[src/rtl/clk_enable_pkg.sv]
// Shared definitions for the clock-enable generator.
//   NCH_MAX     : largest supported channel count
//   DIV_RST_DEF : divisor each channel loads at reset
//   ch_idx_w()  : width of a channel index, never less than 1
package clk_enable_pkg;

  localparam int unsigned NCH_MAX     = 16;
  localparam int unsigned DIV_RST_DEF = 4;

  function automatic int unsigned ch_idx_w(input int unsigned n);
    int unsigned w;
    w = 1;
    while ((32'd1 << w) < n) w++;
    return w;
  endfunction

endpackage

[src/rtl/clk_enable_ch.sv]
// One divider channel: counter, active/shadow divisor, tick strobe, square wave.
//   clk, rst : master clock, async active-high reset
//   en       : run enable; low holds the channel at zero
//   sync     : phase-align, restarts the count from zero
//   wr       : shadow write strobe (only raised while not pending)
//   wr_div   : divisor to store in the shadow register
//   pending  : shadow holds a divisor not yet applied
//   tick     : one-cycle enable strobe every div_act cycles
//   sq       : square wave, toggles on every tick
module clk_enable_ch
  import clk_enable_pkg::*;
#(
  parameter int unsigned CNT_W   = 32,
  parameter int unsigned DIV_RST = DIV_RST_DEF
) (
  input  logic             clk,
  input  logic             rst,
  input  logic             en,
  input  logic             sync,
  input  logic             wr,
  input  logic [CNT_W-1:0] wr_div,
  output logic             pending,
  output logic             tick,
  output logic             sq
);

  localparam logic [CNT_W-1:0] DIV_INIT = CNT_W'(DIV_RST);
  localparam logic [CNT_W-1:0] ONE      = CNT_W'(1);

  logic [CNT_W-1:0] cnt;
  logic [CNT_W-1:0] div_act;
  logic [CNT_W-1:0] div_shd;
  logic             wrap;
  logic             restart;

  // >= rather than == keeps the counter bounded even if it were ever ahead
  always_comb begin
    wrap    = (cnt >= div_act - ONE);
    restart = sync | ~en | wrap;
  end

  always_ff @(posedge clk or posedge rst) begin
    if (rst) begin
      cnt     <= '0;
      div_act <= DIV_INIT;
      div_shd <= DIV_INIT;
      pending <= 1'b0;
      tick    <= 1'b0;
      sq      <= 1'b0;
    end else begin
      if (sync || !en) begin
        cnt  <= '0;
        tick <= 1'b0;
        sq   <= 1'b0;
      end else if (wrap) begin
        cnt  <= '0;
        tick <= 1'b1;
        sq   <= ~sq;
      end else begin
        cnt  <= cnt + ONE;
        tick <= 1'b0;
      end

      // A new divisor only takes effect where the count restarts from zero,
      // so no period is ever cut short or stretched mid-count.
      if (pending && restart) begin
        div_act <= div_shd;
        pending <= 1'b0;
      end else if (wr) begin
        div_shd <= wr_div;
        pending <= 1'b1;
      end
    end
  end

endmodule

[src/rtl/clk_enable_gen.sv]
// Multi-channel clock-enable generator with double-buffered divisors.
//   clk, rst  : master clock, async active-high reset
//   en        : per-channel run enable
//   sync      : phase-align all channels
//   cfg_valid : divisor write request
//   cfg_ch    : target channel of the write
//   cfg_div   : requested divisor (0 is rejected)
//   cfg_ready : write accepted this cycle when high with cfg_valid
//   cfg_err   : one-cycle pulse for a rejected write
//   tick      : per-channel one-cycle enable strobe
//   sq        : per-channel square wave
module clk_enable_gen
  import clk_enable_pkg::*;
#(
  parameter  int unsigned NCH     = 4,
  parameter  int unsigned CNT_W   = 32,
  parameter  int unsigned DIV_RST = DIV_RST_DEF,
  localparam int unsigned CH_W    = ch_idx_w(NCH)
) (
  input  logic             clk,
  input  logic             rst,
  input  logic [NCH-1:0]   en,
  input  logic             sync,
  input  logic             cfg_valid,
  input  logic [CH_W-1:0]  cfg_ch,
  input  logic [CNT_W-1:0] cfg_div,
  output logic             cfg_ready,
  output logic             cfg_err,
  output logic [NCH-1:0]   tick,
  output logic [NCH-1:0]   sq
);

  logic [NCH-1:0]          pending;
  logic [(1 << CH_W)-1:0]  pending_ext;
  logic [NCH-1:0]          wr;
  logic                    ch_ok;
  logic                    div_ok;
  logic                    accept;

  // Nonexistent channels read as not pending so the write is taken and flagged.
  always_comb begin
    pending_ext          = '0;
    pending_ext[NCH-1:0] = pending;
  end

  always_comb begin
    ch_ok     = (32'(cfg_ch) < NCH);
    div_ok    = (cfg_div != '0);
    cfg_ready = ~pending_ext[cfg_ch];
    accept    = cfg_valid & cfg_ready;
    wr        = '0;
    for (int unsigned i = 0; i < NCH; i++) begin
      wr[i] = accept & ch_ok & div_ok & (32'(cfg_ch) == i);
    end
  end

  always_ff @(posedge clk or posedge rst) begin
    if (rst) begin
      cfg_err <= 1'b0;
    end else begin
      cfg_err <= accept & ~(ch_ok & div_ok);
    end
  end

  for (genvar g = 0; g < NCH; g++) begin : g_ch
    clk_enable_ch #(
      .CNT_W   (CNT_W),
      .DIV_RST (DIV_RST)
    ) u_ch (
      .clk     (clk),
      .rst     (rst),
      .en      (en[g]),
      .sync    (sync),
      .wr      (wr[g]),
      .wr_div  (cfg_div),
      .pending (pending[g]),
      .tick    (tick[g]),
      .sq      (sq[g])
    );
  end

endmodule

[config.mk]
export PLATFORM = sky130hd
export DESIGN_NAME = clk_enable_gen
export DESIGN_NICKNAME = d
export VERILOG_FILES = /design/src/rtl/clk_enable_pkg.sv /design/src/rtl/clk_enable_ch.sv /design/src/rtl/clk_enable_gen.sv
export SDC_FILE = /design/constraint.sdc
export NUM_CORES = 1
export LEC_CHECK = 0
export BUFFER_PORTS_ARGS = -buffer_cell sky130_fd_sc_hd__buf_2
export CORE_MARGIN = 5
export CORE_UTILIZATION = 40
export DETAILED_ROUTE_END_ITERATION = 10
export PLACE_DENSITY = 0.56
export SYNTH_ARGS = -nofsm -noshare
export SYNTH_HDL_FRONTEND = slang
export SYNTH_HIERARCHICAL = 1
export SYNTH_SLANG_ARGS = --single-unit
[constraint.sdc]
create_clock -name clk -period 12.44 [get_ports clk]
set_clock_uncertainty 0.05 [all_clocks]
set_input_delay 0.622 -clock clk [delete_from_list [all_inputs] [get_ports clk]]
set_output_delay 0.622 -clock clk [all_outputs]
set_load 0.02 [all_outputs]
==> impl_metrics.ini <==
[clock_network]
cts_tree = done
clock_path_buffers = 3
h-tree-depth = 2
clk_latency_ns = 0.58
cts_root_buffer = clkbuf_16
clk_pin_slew_worst_paths_ns = 0.06
cts_setup_buffers = 0
numClockSinks = 397
hold_buffers = 1
cts_repair_resize_count = 0
numCtsBuffers = 43

[power_and_ir_drop]
power_frac_comb = 0.239
ir_drop_mv = 0.0904
clockPowerShare = 0.316
p_int_mw = 2.94
switchingPower_mw = 1.33
finalPower_mw = 4.27
pwr-share-seq = 0.445
power_leakage_nw = 10.1
powerDensity_nw_per_um2 = 179
power.share.switching = 0.311

[logic_synthesis]
synth_flop_cell = dfrtp_1
ys_seq_area_frac = 0.466
syn_inst = 1904
synthesis.nets = 2082
async_flop_share = 1.00
synth_edf_count = 0
yosys_warnings = 6
synth.avg_cell_area_um2 = 11.2
yosysUniqueCellTypes = 51
synth_area_um2 = 21300
synth_seq_cells = 397

[floorplan]
initial_utilization = 0.405
io_pins = 52
std_cell_rows = 84
core_region_area_um2 = 52800
die_area_um2 = 58100
fp.dieH_um = 241
die_x_um = 241

[cells_and_area]
synthToLayoutAreaGrowth_pct = 12.1
final_cells = 2687
multiInputGateArea_um2 = 11100
seqCellArea_um2 = 9940
fin_nets = 2144
fillers = 4903
final_common_cell = dfrtp_1
layout-drive-gt1-share = 0.226
final_cell_mix = 389 x dfrtp_1, 256 x mux2_2, 206 x nor2_1
post-route-util = 0.453
n_antenna_cell = 0

[critical_path]
path_max_fanout = 32
end_kind = flop
rrSetupSlack_ns = 7.27
cp-start-kind = flop
critPathRequiredTime_ns = 12.84
crit_type = reg2reg
arrival_ns = 5.57

[sta]
fmax_mhz = 193
layout_min_cycle_time_ns = 5.17
setup_viol_count_final = 0
worst_slew_pin_slew_ns = 1.19
setup_ws_ns = 7.27
relSlewSlack = 0.210
tns_ns = 0
fin_crit_sh = 0.416
rsz0062_at_grt = no
hold_viol_final = 0
slew_viol_final = 0

[place]
portBuffers = 51
dp_hpwl_um = 34500
gp_congestion = 0.789
dp_slack_ns = 7.26
dp_cells = 2608

[global_route]
antenna_found_initial = 3
grt_max_degree = 73
grt_pass1_vias = 14500
grt_first_pass_wirelength_um = 79800
track_usage = 0.171
overflow = 0

[job]
cap_violations = 0

[run_status]
status = complete, no violations

[hold_path]
hold_class = in2reg

[detailed_routing]
ant_nets = 0
drc = 0
first_pass_iters = 4
vias = 14200
routedWlPerCell_um = 18.1
wl_um = 48600
viasPerCell = 5.30
drt_iter0_drc = 1027
==> final cells by class <==
type                       count  share of cell area
multi-input combinational   1420               0.464
clock inverter                16             0.00900
tap                          688              0.0360
timing repair buffer          64              0.0149
sequential                   397               0.416
clock buffer                  62              0.0539
inverter                      40             0.00669
==> worst max-delay path, cell delays in order, from the launching register on <==
cell      delay, ns
dfrtp_1        0.42
or4_4          0.53
or3_1          0.33
or2_1          0.29
or4_4          0.57
nor3_2         0.21
xnor2_1        0.15
ha_1           0.29
a21oi_1        0.20
o211ai_1       0.14
a211o_1        0.31
nand3b_1       0.23
a31oi_4        0.90
mux2_2         0.42
==> per-stage QoR <==
step | hold WS (ns) | area (um^2)
2_1_floorplan | 0.301 | 21300
3_3_place_gp | 0.434 | 22400
3_5_place_dp | 0.441 | 22400
4_1_cts | 0.353 | 23900
5_1_grt | 0.367 | 23900
6_report | 0.379 | 23900
==> per-layer routing <==
layer  vias to the layer above  track usage  wire length (um)
met5                         -            0                20
li1                       6910            -                 -
met2                       170        0.273             22100
met3                        86       0.0227              1380
met4                         4       0.0615              1600
met1                      7058        0.242             23400
==> registers in the layout (all words and copies together), names as in the netlist <==
signal,count
g_ch.u_ch/div_shd,128
g_ch.u_ch/div_act,128
g_ch.u_ch/tick,4
cfg_err,1
g_ch.u_ch/cnt,128
g_ch.u_ch/pending,4
g_ch.u_ch/sq,4
==> cell families (layout without fill, tap and decap cells) <==
| family | after synthesis | count (layout) | share of synthesized area |
|---|---|---|---|
| AO/OA/AOI/OAI | 132 | 132 | 0.0377 |
| XOR/XNOR | 240 | 240 | 0.0985 |
| adder cells (fa/ha/maj) | 136 | 136 | 0.0797 |
| buffers and inverters | 87 | 182 | 0.0169 |
| flip-flops | 397 | 397 | 0.466 |
| multiplexers | 265 | 265 | 0.140 |
| AND/OR/NAND/NOR | 647 | 647 | 0.161 |
==> power by group through the flow <==
stage / clock [mW] / combinational [mW] / sequential, mW
floorplan: 0 / 0.816 / 1.82
global placement: 0 / 0.977 / 1.90
detailed placement: 0 / 1.02 / 1.92
CTS: 1.39 / 1.03 / 1.90
global route: 1.44 / 1.16 / 1.95
finish: 1.35 / 1.02 / 1.90
==> final timing paths <==
kind / from / to / cells past startpoint
max reg2reg: g_ch[1].u_ch/div_act[11] / g_ch[1].u_ch/div_shd[4] / 13
min reg2reg: g_ch[1].u_ch/div_shd[19] / g_ch[1].u_ch/div_act[19] / 1
min in group asynchronous: rst / cfg_err / 3
max in group asynchronous: rst / g_ch[3].u_ch/cnt[20] / 4
max: g_ch[1].u_ch/div_act[11] / g_ch[1].u_ch/div_shd[4] / 13
min: cfg_div[23] / g_ch[1].u_ch/div_shd[23] / 2
==> Yosys cell counts (all sizes together) (2+ instances only) <==
| library cell | instances | area (um^2) |
|---|---|---|
| a211oi | 4 | 30.0 |
| nor2 | 206 | 773 |
| a21oi | 60 | 300 |
| a311oi | 8 | 70.1 |
| or2 | 13 | 81.3 |
| mux2i | 8 | 80.1 |
| and2 | 2 | 12.5 |
| a31oi | 4 | 43.8 |
| ha | 136 | 1700 |
| a2111o | 4 | 45.0 |
| a22oi | 4 | 30.0 |
| clkbuf | 25 | 93.8 |
| nand2 | 96 | 360 |
| dfrtp | 389 | 9730 |
| dfstp | 8 | 210 |
| or4 | 13 | 128 |
| or3 | 17 | 121 |
| and3 | 36 | 225 |
| nand3 | 60 | 300 |
| nand4bb | 2 | 22.5 |
| xor2 | 110 | 963 |
| nor2b | 8 | 50.1 |
| nand4 | 54 | 338 |
| nor3 | 53 | 275 |
| mux2 | 256 | 2880 |
| a211o | 4 | 35.0 |
| o211ai | 8 | 60.1 |
| xnor2 | 130 | 1140 |
| inv | 40 | 150 |
| nor3b | 4 | 30.0 |
| o21bai | 4 | 30.0 |
| o21ai | 32 | 160 |
| nand4b | 7 | 106 |
| nand2b | 13 | 81.3 |
| buf | 22 | 116 |
| nand3b | 4 | 30.0 |
| nor4 | 40 | 344 |
| and4 | 18 | 158 |
(Power assumes the default switching activity.)
